--- src/rtl/fetch_unit_if.sv ---
// rtl/fetch_unit_if.sv - instruction-memory bus between fetch_unit and imem
//
// Purpose: groups the fetch request/response signals.
// Signals:
//   req     fetch request, one-cycle pulse per request
//   addr    fetch byte address, valid while req=1
//   rvalid  response strobe, exactly one per request, at least a cycle later
//   rdata   instruction word, valid with rvalid
// Modports: master = fetch_unit side, slave = instruction memory side.
interface fetch_unit_if #(
    parameter int PC_W = 9
);
    logic            req;
    logic [PC_W-1:0] addr;
    logic            rvalid;
    logic [31:0]     rdata;

    modport master (output req, addr, input rvalid, rdata);
    modport slave  (input req, addr, output rvalid, rdata);
endinterface

--- src/rtl/fetch_unit.sv ---
// rtl/fetch_unit.sv - IF stage: PC, imem fetch, skid buffer, IF/ID register
//
// Purpose: owns the fetch PC, issues one outstanding word fetch at a time,
// fills the IF/ID register and handles stall, redirect and stale responses.
// Ports:
//   clk          clock, rising edge
//   reset        asynchronous active-low reset
//   stall        hold IF/ID and fetch PC
//   redirect     one-cycle branch/jump pulse from EX
//   redirect_pc  new fetch address (bits [1:0] ignored)
//   imem         instruction-memory bus (master side)
//   out_valid    IF/ID holds a real instruction
//   out_pc       IF/ID Curr_Pc
//   out_instr    IF/ID Curr_Instr
module fetch_unit #(
    parameter int              PC_W     = 9,
    parameter logic [PC_W-1:0] RESET_PC = '0
) (
    input  logic                clk,
    input  logic                reset,
    input  logic                stall,
    input  logic                redirect,
    input  logic [PC_W-1:0]     redirect_pc,
    fetch_unit_if.master        imem,
    output logic                out_valid,
    output logic [PC_W-1:0]     out_pc,
    output logic [31:0]         out_instr
);

    typedef enum logic [1:0] {
        IDLE  = 2'd0,
        WAIT  = 2'd1,
        DRAIN = 2'd2
    } state_t;

    state_t          state;
    // In IDLE/DRAIN fpc is the next address to fetch; in WAIT it is the
    // address of the outstanding request (i.e. req_pc).
    logic [PC_W-1:0] fpc;
    logic [PC_W-1:0] fpc_inc;
    logic [PC_W-1:0] target;
    logic [PC_W-1:0] fetch_addr;

    logic            skid_valid;
    logic [PC_W-1:0] skid_pc;
    logic [31:0]     skid_instr;

    logic            issue;
    logic            resp_valid;
    logic            busy_next;

    always_comb begin
        fpc_inc    = fpc + PC_W'(4);
        target     = {redirect_pc[PC_W-1:2], 2'b00};
        resp_valid = (state == WAIT) && imem.rvalid;
        issue      = 1'b0;
        fetch_addr = fpc;
        case (state)
            // A stalled pipeline with a full skid has nowhere to put a response.
            IDLE:  issue = !(stall && skid_valid);
            // The skid is always empty in WAIT, so it stays empty at the edge
            // exactly when this response is delivered directly (no stall).
            WAIT: begin
                issue      = imem.rvalid && !stall;
                fetch_addr = fpc_inc;
            end
            DRAIN: issue = imem.rvalid;
            default: issue = 1'b0;
        endcase
        // Keeps the request low while reset is held.
        imem.req  = issue && reset;
        imem.addr = fetch_addr;
        // A request is still in flight after this edge if one is issued now,
        // or one was outstanding and its response has not arrived yet.
        busy_next = issue || ((state != IDLE) && !imem.rvalid);
    end

    always_ff @(posedge clk or negedge reset) begin
        if (!reset) begin
            state      <= IDLE;
            fpc        <= RESET_PC;
            skid_valid <= 1'b0;
            skid_pc    <= '0;
            skid_instr <= '0;
            out_valid  <= 1'b0;
            out_pc     <= '0;
            out_instr  <= '0;
        end else if (redirect) begin
            // Any response in this cycle is stale and simply not captured.
            state      <= busy_next ? DRAIN : IDLE;
            fpc        <= target;
            skid_valid <= 1'b0;
            out_valid  <= 1'b0;
            out_pc     <= '0;
            out_instr  <= '0;
        end else begin
            case (state)
                IDLE: begin
                    if (issue) state <= WAIT;
                end
                WAIT: begin
                    if (imem.rvalid) begin
                        fpc   <= fpc_inc;
                        state <= issue ? WAIT : IDLE;
                    end
                end
                DRAIN: begin
                    if (imem.rvalid) state <= WAIT;
                end
                default: state <= IDLE;
            endcase

            if (!stall) begin
                if (skid_valid) begin
                    out_valid  <= 1'b1;
                    out_pc     <= skid_pc;
                    out_instr  <= skid_instr;
                    skid_valid <= 1'b0;
                end else if (resp_valid) begin
                    out_valid <= 1'b1;
                    out_pc    <= fpc;
                    out_instr <= imem.rdata;
                end else begin
                    out_valid <= 1'b0;
                    out_pc    <= '0;
                    out_instr <= '0;
                end
            end else if (resp_valid) begin
                skid_valid <= 1'b1;
                skid_pc    <= fpc;
                skid_instr <= imem.rdata;
            end
        end
    end

endmodule

--- src/flat_wrapper.sv ---
// flat-port wrapper written by rule: the top's interface ports become plain ports
module fetch_unit_flat 
#(
    parameter int              PC_W     = 9,
    parameter logic [PC_W-1:0] RESET_PC = '0
)
  (clk, reset, stall, redirect, redirect_pc, out_valid, out_pc, out_instr, imem_req, imem_addr, imem_rvalid, imem_rdata);
  fetch_unit_if #(.PC_W(PC_W)) imem_i ();
  input  logic clk;
  input  logic reset;
  input  logic stall;
  input  logic redirect;
  input  logic [PC_W-1:0] redirect_pc;
  output logic out_valid;
  output logic [PC_W-1:0] out_pc;
  output logic [31:0] out_instr;
  output wire logic [$bits(imem_i.req)-1:0] imem_req;
  output wire logic [$bits(imem_i.addr)-1:0] imem_addr;
  input wire logic [$bits(imem_i.rvalid)-1:0] imem_rvalid;
  input wire logic [$bits(imem_i.rdata)-1:0] imem_rdata;
  assign imem_req = imem_i.req;
  assign imem_addr = imem_i.addr;
  assign imem_i.rvalid = imem_rvalid;
  assign imem_i.rdata = imem_rdata;
  fetch_unit #(.PC_W(PC_W), .RESET_PC(RESET_PC)) u_core (.clk(clk), .reset(reset), .stall(stall), .redirect(redirect), .redirect_pc(redirect_pc), .imem(imem_i), .out_valid(out_valid), .out_pc(out_pc), .out_instr(out_instr));
endmodule
--- config.mk ---
export PLATFORM = sky130hd
export DESIGN_NAME = fetch_unit_flat
export DESIGN_NICKNAME = d
export VERILOG_FILES = /design/src/rtl/fetch_unit_if.sv /design/src/rtl/fetch_unit.sv /design/src/flat_wrapper.sv
export SDC_FILE = /design/constraint.sdc
export NUM_CORES = 1
export LEC_CHECK = 0
export CAP_MARGIN = 0
export CORE_UTILIZATION = 50
export CTS_CLUSTER_SIZE = 8
export DETAILED_ROUTE_END_ITERATION = 10
export PLACE_DENSITY = 0.8
export SLEW_MARGIN = 15
export SYNTH_ARGS = -nofsm -noshare
export SYNTH_HDL_FRONTEND = slang
export SYNTH_SLANG_ARGS = --single-unit
--- constraint.sdc ---
create_clock -name clk -period 1.75 [get_ports clk]
set_input_delay 0.2625 -clock clk [delete_from_list [all_inputs] [get_ports clk]]
set_output_delay 0.2625 -clock clk [all_outputs]
set_load 0.05 [all_outputs]
* Word level (Yosys, flattened, before mapping) *
Cells that the tools add are included.
Widths: inputs -> output; s select.

cells by class
  add/subtract/negate cells = 1
  reductions and logical operators = 16
  equal/unequal tests = 7
  bitwise logic cells = 1
  mux-type cells = 27

operators by type and width
  kind                 count
  $mux 32              4
  $mux 9               8
  $mux 2               5
  $add 9x3->9 const B  1
  $mux 1               8
  $ne 3x3->1 const B   2
  $pmux 2 s3           1
  $reduce_and 3->1     2
  $reduce_bool 2->1    3
  $logic_and 1x1->1    5
  $logic_not 1->1      3
  $ne 3x1->1 const B   1
  $ne 3x2->1 const B   1
  $pmux 1 s3           1
  $eq 2x1->1 const B   1
  $eq 2x2->1 const B   1
  $logic_not 2->1      1
  $ne 2x1->1 const B   1
  $reduce_and 2->1     1
  $logic_or 1x1->1     1
  $not 1->1            1

storage, ports and cells
  output and inout bits = 52
  word-level logic and storage cells = 60
  input port bits = 46
  register bits after elaboration = 95

* Logic depth before layout (Yosys ltp) *
Gate-level depths: netlist (run 1).

  depth in word-level cells = 7
  mapped depth = 6
  depth with buffers taken out = 4

* Worst setup path before layout (run 1) *
OpenSTA, ideal clock, no wires.

  path type = register -> output
  start = register u_core.state[1]
  end = output port imem_addr[7]
  cell stages (with the launch flop) = 5
  data required time = 1,487 ps
  buffers on the path = 1
  setup slack = -283 ps
  arrival = 1,770 ps
  cells stage by stage = dfrtp_1 -> buf_2 -> and4b_1 -> nand4_1 -> xnor2_1

between the ends
  longest elaborated chain between the ends = 2

RTL lines
  element                   RTL line            text
  start: declaration        fetch_unit.sv:36    state_t state;
  start signal: assignment  fetch_unit.sv:90    state <= busy_next ? DRAIN : IDLE;
  start signal: assignment  fetch_unit.sv:104   state <= issue ? WAIT : IDLE;
  $eq 2x1->1                fetch_unit.sv:58    case (state)
  $mux 9                    fetch_unit.sv:58
  end: declaration          flat_wrapper.sv:18  output wire logic [$bits(imem_i.addr)-1:0] imem_addr;

Every way passes these cells.

* Final worst setup path (run 1) *
  start = register u_core.fpc[3]
  end = output port imem_addr[8]

between the ends
  longest elaborated chain between the ends = 2

RTL lines
  element                   RTL line           text
  start: declaration        fetch_unit.sv:39   logic [PC_W-1:0] fpc;
  start signal: assignment  fetch_unit.sv:91   fpc <= target;
  start signal: assignment  fetch_unit.sv:103  fpc <= fpc_inc;
  $add 9x3->9               fetch_unit.sv:53   fpc_inc = fpc + PC_W'(4);
  $mux 9                    fetch_unit.sv:58

Every way passes these cells.

==> flow_metrics.tcl, run 1 <==
set metrics [dict create \
    timing.fmax_ghz 0.514 \
    initial_core_util_pct 51.3 \
    syn_avg_cell_area_um2 11.8 \
    start_kind "register" \
    reg2reg_depth 5 \
    synth_cell_types 41 \
    fin_setup_tns_ns -0.957 \
    synth_cells 356 \
    antenna_cells 0 \
    cts_tree "built" \
    syn2layout_area_growth_pct 36.1 \
    first_pass_iters 4 \
    ant_nets 0 \
    cts_max_level 3 \
    grt_pass1_vias 3379 \
    antenna_found_initial 0 \
    min_period_over_period_pct 111 \
    r2r_end "u_core.out_instr[6]" \
    netlist_area_um2 4200 \
    ys_seq_elements 90 \
    worstHoldStart "redirect" \
    layout_commonest_cell "dfrtp_1" \
    fp.dieW_um 93.6 \
    min_period_ns 1.95 \
    gp_congestion 0.748 \
    dieArea_um2 8760 \
    grt_pass1_wl_mm 16.2 \
    routed_wl_mm 9.91 \
    final_cell_mix "dfrtp_1 (88), nor2b_1 (44), nor3_1 (41)" \
    grtUsageTotal_pct 23.9 \
    drive_gt1_share_pct 28.6 \
    power_density_nw_per_um2 1010 \
    crit_path_end_kind "output port" \
    rows 33 \
    core_um2 8180 \
    fin_skew_ns 0.00945 \
    setup_ws_ns -0.196 \
    hold_depth 3 \
    timing.reg2reg.setup_slack_ns 0.16 \
    placed_cells 540 \
    placed_area_um2 5350 \
    finalSetupViolations 8 \
    maxSlewViolCount 0 \
    yosys_warnings 0 \
    synthFlopType "dfrtp_1" \
    place_hpwl_mm 6.24 \
    final_cell_area_um2 5710 \
    crit_type "register to output port" \
    cts.sinks 90 \
    synth-async-reset-ratio_pct 100 \
    ios 98 \
    regToRegStartpoint "u_core.skid_valid" \
    drt_iter0_drc 185 \
    hold_class "primary input to register" \
    insertion_delay_ns 0.35 \
    power_mw 5.77 \
    rsz0062_at_grt "yes" \
    cap_viol_max_count 0 \
    wire_per_inst_um 17.5 \
    critPathRequiredTime_ns 1.49 \
    drc 0 \
    synth_edf_count 0 \
    status "finished, violations left" \
    layout.nets 503 \
    cts_buffers 9 \
    hold_viol_final 0 \
    vias 3289 \
    io_buffers 93 \
    fin_util_pct 69.9 \
    violations "negative setup slack" \
    synth_seq_area_share_pct 53.7 \
    ctsLongestPathBuffers 2 \
    grt_start_max_net_pins 91 \
    ir_worst_vdd_v 0.000654 \
    clkTransAtPathRegs_ns 0.09 \
    final_cell_count_no_fill 566 \
    root_buffer "clkbuf_8" \
    cp.arrival_ns 1.68 \
    dieHeight_um 93.6 \
    overflow 0 \
    routed_via_density 5.81 \
    min_to "u_core.skid_valid" \
    cp_max_fo 4 \
    leakage_nw 2.67 \
]
-- state kept, by name, summed over array words and instances (netlist names) --
signal / count
u_core.out_instr: 32
u_core.skid_valid: 1
u_core.out_pc: 8
u_core.fpc: 7
u_core.skid_pc: 7
u_core.state: 2
u_core.skid_instr: 32
u_core.out_valid: 1
-- critical path: stages, from the launching register on --
cell	delay, ns
dfrtp_1	0.41
ha_2	0.21
nand3b_1	0.17
nor2_2	0.17
xor2_2	0.21
buf_12	0.16
-- stage by stage --
| step | setup slack, ns | hold WS, ns |
|---|---|---|
| floorplan | -0.00119 | -0.0331 |
| global placement | -0.0425 | 0.359 |
| detailed placement | -0.0746 | 0.363 |
| CTS | -0.164 | 0.398 |
| global route | -0.290 | 0.412 |
| finish | -0.196 | 0.405 |
-- layer usage --
layer	global-route usage, %	wire [µm]
met4	8.21	102
met1	30.9	4240
met5	0	0
met3	4.80	528
met2	40.0	5040
-- power breakdown --
group | internal, mW | switching [mW]
clock | 0.849 | 0.723
combinational | 0.756 | 0.726
sequential | 2.48 | 0.234
-- repair_timing --
| action | in CTS | in global routing |
|---|---|---|
| buffers inserted | 7 | 3 |
| endpoints found under the setup margin | 32 | 8 |
| endpoints found under the hold margin | 90 | 0 |
| pin swaps | 7 | 3 |
| hold buffers | 1 | 0 |
| gates resized for setup | 40 | 6 |
-- layout make-up --
type,instances,area (µm²)
repair buffers,125,1250
flip-flops and latches,90,2250
clock inverters,4,73.8
clock buffers,12,145
fillers,611,2460
inverters,1,3.75
well taps,105,131
multi-input cells,229,1850
-- cell usage after synthesis, drive strengths merged, types with 2 or more instances --
library cell   n  area share (%)
nand4          2            0.30
nand2b         4            0.60
nand2          9            0.98
xor2           4            0.83
nor2b         45             6.7
nor2           3            0.27
mux2i          2            0.48
a21oi          5            0.60
dfrtp         90              54
or4            2            0.36
nand3          3            0.36
buf           16             3.0
mux2          40              12
nand3b         2            0.36
a221oi        39             8.1
xnor2          4            0.83
nor3          41             4.9
and3           2            0.30
clkbuf        21             1.9
o21ai          6            0.72
-- cells by family (layout without fill, tap and decap cells) --
logic type	count (synthesis)	in the layout	share of synthesized area (%)
other cells	1	2	0.0894
xor+xnor	8	8	1.67
mux	42	42	12.1
buf+inv	38	142	4.92
fa+ha+maj	1	1	0.298
simple gates	121	121	16.8
flops	90	90	53.7
compound gates	55	55	10.4
-- worst max path at each step --
stage                               start                    to  slack (ns)  cells past startpoint
after global routing        u_core.fpc[3]          imem_addr[8]       -0.29                      5
after CTS                   u_core.fpc[3]          imem_addr[8]       -0.16                      5
after floorplan           u_core.state[1]          imem_addr[7]      -0.001                      4
final                       u_core.fpc[3]          imem_addr[8]       -0.20                      5
after global placement        imem_rvalid  u_core.skid_instr[7]       -0.04                      5
after detailed placement      imem_rvalid   u_core.out_instr[6]       -0.07                      5
No activity file was read; power rests on OpenSTA's default activity.
==> run 2, diff against run 1 <==
--- a/config.mk
+++ b/config.mk
@@ -6,10 +6,10 @@
 export NUM_CORES = 1
 export LEC_CHECK = 0
 export CAP_MARGIN = 0
-export CORE_UTILIZATION = 50
+export CORE_UTILIZATION = 40
 export CTS_CLUSTER_SIZE = 8
 export DETAILED_ROUTE_END_ITERATION = 10
-export PLACE_DENSITY = 0.8
+export PLACE_DENSITY = 0.66
 export SLEW_MARGIN = 15
 export SYNTH_ARGS = -nofsm -noshare
 export SYNTH_HDL_FRONTEND = slang
==> constraint.sdc (replaced) <==
create_clock -name clk -period 1.75 [get_ports clk]
set_input_delay 0.35 -clock clk [delete_from_list [all_inputs] [get_ports clk]]
set_output_delay 0.35 -clock clk [all_outputs]
set_load 0.05 [all_outputs]
==> run 2 against run 1 <==
Effect of this change:
- the run still ends with negative setup slack left
- via count decreased by 2.8%
- fmax fell by 5.8%
- flip-flop and latch count is the same
- sequential power hardly changed
- worst hold slack worse by 0.36 ns
- core utilization decreased by 14 points
- routed wire length is 1.2% higher
- global-route usage decreased by 4.5 points
- sequential share of layout area is 0.16 points lower
- register-to-register slack worse by 0.08 ns
- combinational power about the same
- critical path type unchanged
- largest cell class unchanged
==> flow_metrics.tcl, run 2 (synthesized netlist as in run 1, its figures left out) <==
set metrics [dict create \
    placed_area_um2 5340 \
    ctsLongestPathBuffers 2 \
    overflow 0 \
    insertion_delay_ns 0.37 \
    rows 37 \
    clkTransAtPathRegs_ns 0.10 \
    rsz0062_at_grt "yes" \
    grt_start_max_net_pins 91 \
    gp_congestion 0.759 \
    crit_type "register to output port" \
    first_pass_iters 4 \
    timing.fmax_ghz 0.484 \
    dieHeight_um 104 \
    sequentialPowerShare_pct 45.7 \
    cap_viol_max_count 0 \
    grtUsageTotal_pct 19.3 \
    root_buffer "clkbuf_8" \
    internal_power_mw 4.24 \
    ant_nets 0 \
    drt_iter0_drc 104 \
    grt_pass1_vias 3207 \
    worst_slew_pin_slew_ns 0.510 \
    routed_wl_mm 10.0 \
    place_hpwl_mm 6.23 \
    status "finished, violations left" \
    hold_viol_final 0 \
    fin_setup_tns_ns -1.76 \
    drc 0 \
    min_period_over_period_pct 118 \
    max_slew_margin_pct 66.0 \
    wire_per_inst_um 16.8 \
    fillers 911 \
    layout_commonest_cell "dfrtp_1" \
    critPathRequiredTime_ns 1.40 \
    cts_tree "built" \
    timing.reg2reg.setup_slack_ns 0.08 \
    largestRegisters "u_core.out_instr x32, u_core.skid_instr x32, u_core.out_pc x8" \
    maxSlewViolCount 0 \
    regToRegStartpoint "u_core.state[1]" \
    layout.nets 502 \
    crit_path_end_kind "output port" \
    hold_class "primary input to asynchronous set/reset pin" \
    final_cell_count_no_fill 596 \
    fin_util_pct 56.0 \
    antenna_found_initial 0 \
    cts_buffers 9 \
    min_period_ns 2.07 \
    ios 98 \
    switching_share_pct 28.5 \
    startpoint "u_core.state[1]" \
    p_comb_share_pct 25.2 \
    cts_max_level 3 \
    setup_ws_ns -0.317 \
    final_cell_area_um2 5730 \
    power_mw 5.94 \
    drive_gt1_share_pct 33.9 \
    vias 3198 \
    antenna_cells 0 \
    grt_pass1_wl_mm 16.7 \
    dieArea_um2 10900 \
    start_kind "register" \
    cts.sinks 90 \
    fp.dieW_um 104 \
    final_cell_mix "dfrtp_1 (88), buf_4 (65), nor2b_1 (43)" \
    cp_max_fo 5 \
    initial_core_util_pct 41.0 \
    leakage_nw 2.62 \
    io_buffers 93 \
    violations "negative setup slack" \
    syn2layout_area_growth_pct 36.7 \
    dp_slack_ns -0.177 \
    cp.arrival_ns 1.72 \
    placed_cells 572 \
    core_um2 10200 \
    p_clk_share_pct 29.2 \
    p_sw_mw 1.69 \
    finalSetupViolations 8 \
    ir_worst_vdd_v 0.000466 \
    hold-worst-slack_ns 0.0458 \
    routed_via_density 5.37 \
    fin_skew_ns 0.0172 \
    power_density_nw_per_um2 1040 \
]
[run 2: layer usage]
layer	routed length, µm	part of all wire, %	GRT usage [%]	vias up
met4	148	1.5	7.04	0
met3	403	4.0	4.07	12
met2	4970	50	30.2	66
li1	-	-	-	1492
met1	4500	45	26.5	1628
met5	0	0	0	-
[run 2: worst max-delay path, cell delays in order, from the launching register on]
cell,delay (ns)
dfrtp_2,0.46
and4b_2,0.34
nand4_1,0.17
xnor2_2,0.22
buf_12,0.16
[run 2: path summary, 6_finish.rpt]
path,cells past startpoint,endpoint
max,4,imem_addr[7]
max reg2reg,6,u_core.out_pc[6]
min in group clk,3,u_core.skid_valid
max in group asynchronous,2,u_core.state[1]
min,2,u_core.out_instr[30]
min reg2reg,1,u_core.skid_pc[4]
[run 2: cell type report]
| cell class | instances | area (µm²) | share of cell area, % |
|---|---|---|---|
| Multi-Input combinational cell | 229 | 1860 | 32.5 |
| Sequential cell | 90 | 2250 | 39.3 |
| Tap cell | 136 | 170 | 2.97 |
| Timing Repair Buffer | 124 | 1200 | 20.9 |
| Inverter | 1 | 3.75 | 0.0655 |
| Clock inverter | 4 | 98.8 | 1.72 |
| Clock buffer | 12 | 145 | 2.53 |
[run 2: power by group through the flow]
stage / clock [mW] / combinational, mW / sequential [mW]
after floorplan: 0 / 0.775 / 2.85
after global placement: 0 / 1.38 / 2.71
after detailed placement: 0 / 1.42 / 2.74
after CTS: 1.77 / 1.46 / 2.70
after global routing: 1.87 / 1.61 / 2.77
final: 1.73 / 1.50 / 2.71
[run 2: what timing repair did]
| action | CTS | global route |
|---|---|---|
| pin swaps | 3 | 7 |
| hold buffers | 0 | 0 |
| setup endpoints to repair | 8 | 26 |
| buffers inserted | 4 | 4 |
| gates resized for setup | 9 | 12 |
| cloned | 0 | 0 |
==> run 3, diff against run 2 <==
--- a/config.mk
+++ b/config.mk
@@ -6,8 +6,8 @@
 export NUM_CORES = 1
 export LEC_CHECK = 0
 export CAP_MARGIN = 0
+export CORE_MARGIN = 2
 export CORE_UTILIZATION = 40
-export CTS_CLUSTER_SIZE = 8
 export DETAILED_ROUTE_END_ITERATION = 10
 export PLACE_DENSITY = 0.66
 export SLEW_MARGIN = 15
==> run 3 against run 2 <==
Effect of this change:
- the run still ends with negative setup slack left
- register-to-register slack gained 0.05 ns
- design area shrank 1.5%
- core utilization is 0.82 points lower
- final cell count fell by 0.50%
- critical endpoint is now imem_addr[6]
==> flow_metrics.tcl, run 3 (synthesized netlist as in run 1, its figures left out) <==
set metrics [dict create \
    status "finished, violations left" \
    violations "negative setup slack" \
    dieHeight_um 106 \
    cp_max_fo 3 \
    hold-worst-slack_ns 0.0570 \
    ir_worst_vdd_v 0.000378 \
    slowest_stage "dfrtp_1" \
    fillers 926 \
    min_period_over_period_pct 118 \
    syn2layout_area_growth_pct 34.7 \
    setup_ws_ns -0.323 \
    critPathRequiredTime_ns 1.40 \
    dieArea_um2 11300 \
    crit_buf_inv 1 \
    overflow 0 \
    routed_via_density 5.28 \
    rsz0062_at_grt "yes" \
    crit_chain "ha_2 > nand3b_1 > nor2_2 > xor2_2 > buf_12" \
    place_hpwl_mm 6.40 \
    layout.nets 500 \
    rows 37 \
    grt_pass1_vias 3195 \
    cts_max_level 3 \
    drt_iter0_drc 131 \
    dp_slack_ns -0.203 \
    slowest_delay_ns 0.38 \
    final_cell_count_no_fill 593 \
    grt_pass1_wl_mm 16.2 \
    fp.dieW_um 106 \
    io_buffers 93 \
    fin_setup_tns_ns -1.95 \
    final_cell_mix "dfrtp_1 (89), buf_4 (65), nor2b_1 (43)" \
    drive_gt1_share_pct 33.3 \
    insertion_delay_ns 0.37 \
    routed_wl_mm 10.1 \
    clkTransAtPathRegs_ns 0.08 \
    cp.arrival_ns 1.72 \
    maxSlewViolCount 0 \
    finalSetupViolations 8 \
    power_mw 5.66 \
    fin_util_pct 55.2 \
    grt_start_max_net_pins 91 \
    first_pass_iters 4 \
    crit_path_end_kind "output port" \
    ios 98 \
    initial_core_util_pct 41.0 \
    final_cell_area_um2 5650 \
    crit_type "register to output port" \
    grtUsageTotal_pct 18.4 \
    cts_tree "built" \
    largestRegisters "u_core.out_instr x32, u_core.skid_instr x32, u_core.out_pc x8" \
    leakage_nw 2.59 \
    vias 3134 \
    cts.sinks 90 \
    root_buffer "clkbuf_8" \
    cap_viol_max_count 0 \
    fin_skew_ns 0.0113 \
    start_kind "register" \
    hold_buffers 0 \
    hold_class "primary input to asynchronous set/reset pin" \
    placed_cells 575 \
    gp_congestion 0.728 \
    wire_per_inst_um 17.0 \
    path_delay_family "simple AND/OR/NAND/NOR gates" \
    core_um2 10200 \
    ctsLongestPathBuffers 2 \
    antenna_cells 0 \
    placed_area_um2 5370 \
    timing.fmax_ghz 0.483 \
    min_period_ns 2.07 \
    drc 0 \
    hold_viol_final 0 \
    power_density_nw_per_um2 1000 \
    timing.reg2reg.setup_slack_ns 0.13 \
    layout_commonest_cell "dfrtp_1" \
    ant_nets 0 \
    cts_buffers 9 \
    antenna_found_initial 0 \
]
[run 3: where the power goes]
group,internal [mW],switching [mW]
combinational,0.755,0.715
clock,0.769,0.727
sequential,2.48,0.222
[run 3: worst paths after layout]
path                                        from  depth (start not counted)                    end
setup / recovery                   u_core.fpc[2]                          5           imem_addr[6]
hold / removal                             reset                          2      u_core.skid_pc[5]
setup reg to reg                 u_core.state[0]                          5   u_core.out_instr[12]
hold reg to reg            u_core.skid_instr[26]                          1  u_core.skid_instr[26]
max in group asynchronous                  reset                          2      u_core.skid_valid
min in group clk                           stall                          3      u_core.skid_valid
[run 3: metal layers]
metal	vias to the layer above	GRT usage [%]	part of all wire [%]
met1	1573	24.4	45
met3	10	4.29	5.0
li1	1482	-	-
met5	-	0	0
met4	0	7.51	1.7
met2	69	29.3	48
[run 3: worst register-to-register path, cell delays in order, from the launching register on]
cell and delay (ns):
dfrtp_1 0.44, buf_4 0.18, and4bb_2 0.29, buf_4 0.21, a221oi_1 0.28, nor3_1 0.08
[run 3: area by class of cell]
class                      count  area (µm²)  share of cell area (%)
multi-input combinational    229        1830                    32.5
clock inverter                 2        35.0                   0.620
inverter                       1        3.75                  0.0664
timing repair buffer         122        1180                    21.0
tap                          136         170                    3.01
sequential                    90        2250                    39.9
clock buffer                  13         169                    2.99
[run 3: repair_timing]
item | 4_1_cts | 5_1_grt
pin swaps | 2 | 4
endpoints found under the setup margin | 8 | 8
resized for setup | 9 | 3
setup buffers | 1 | 2
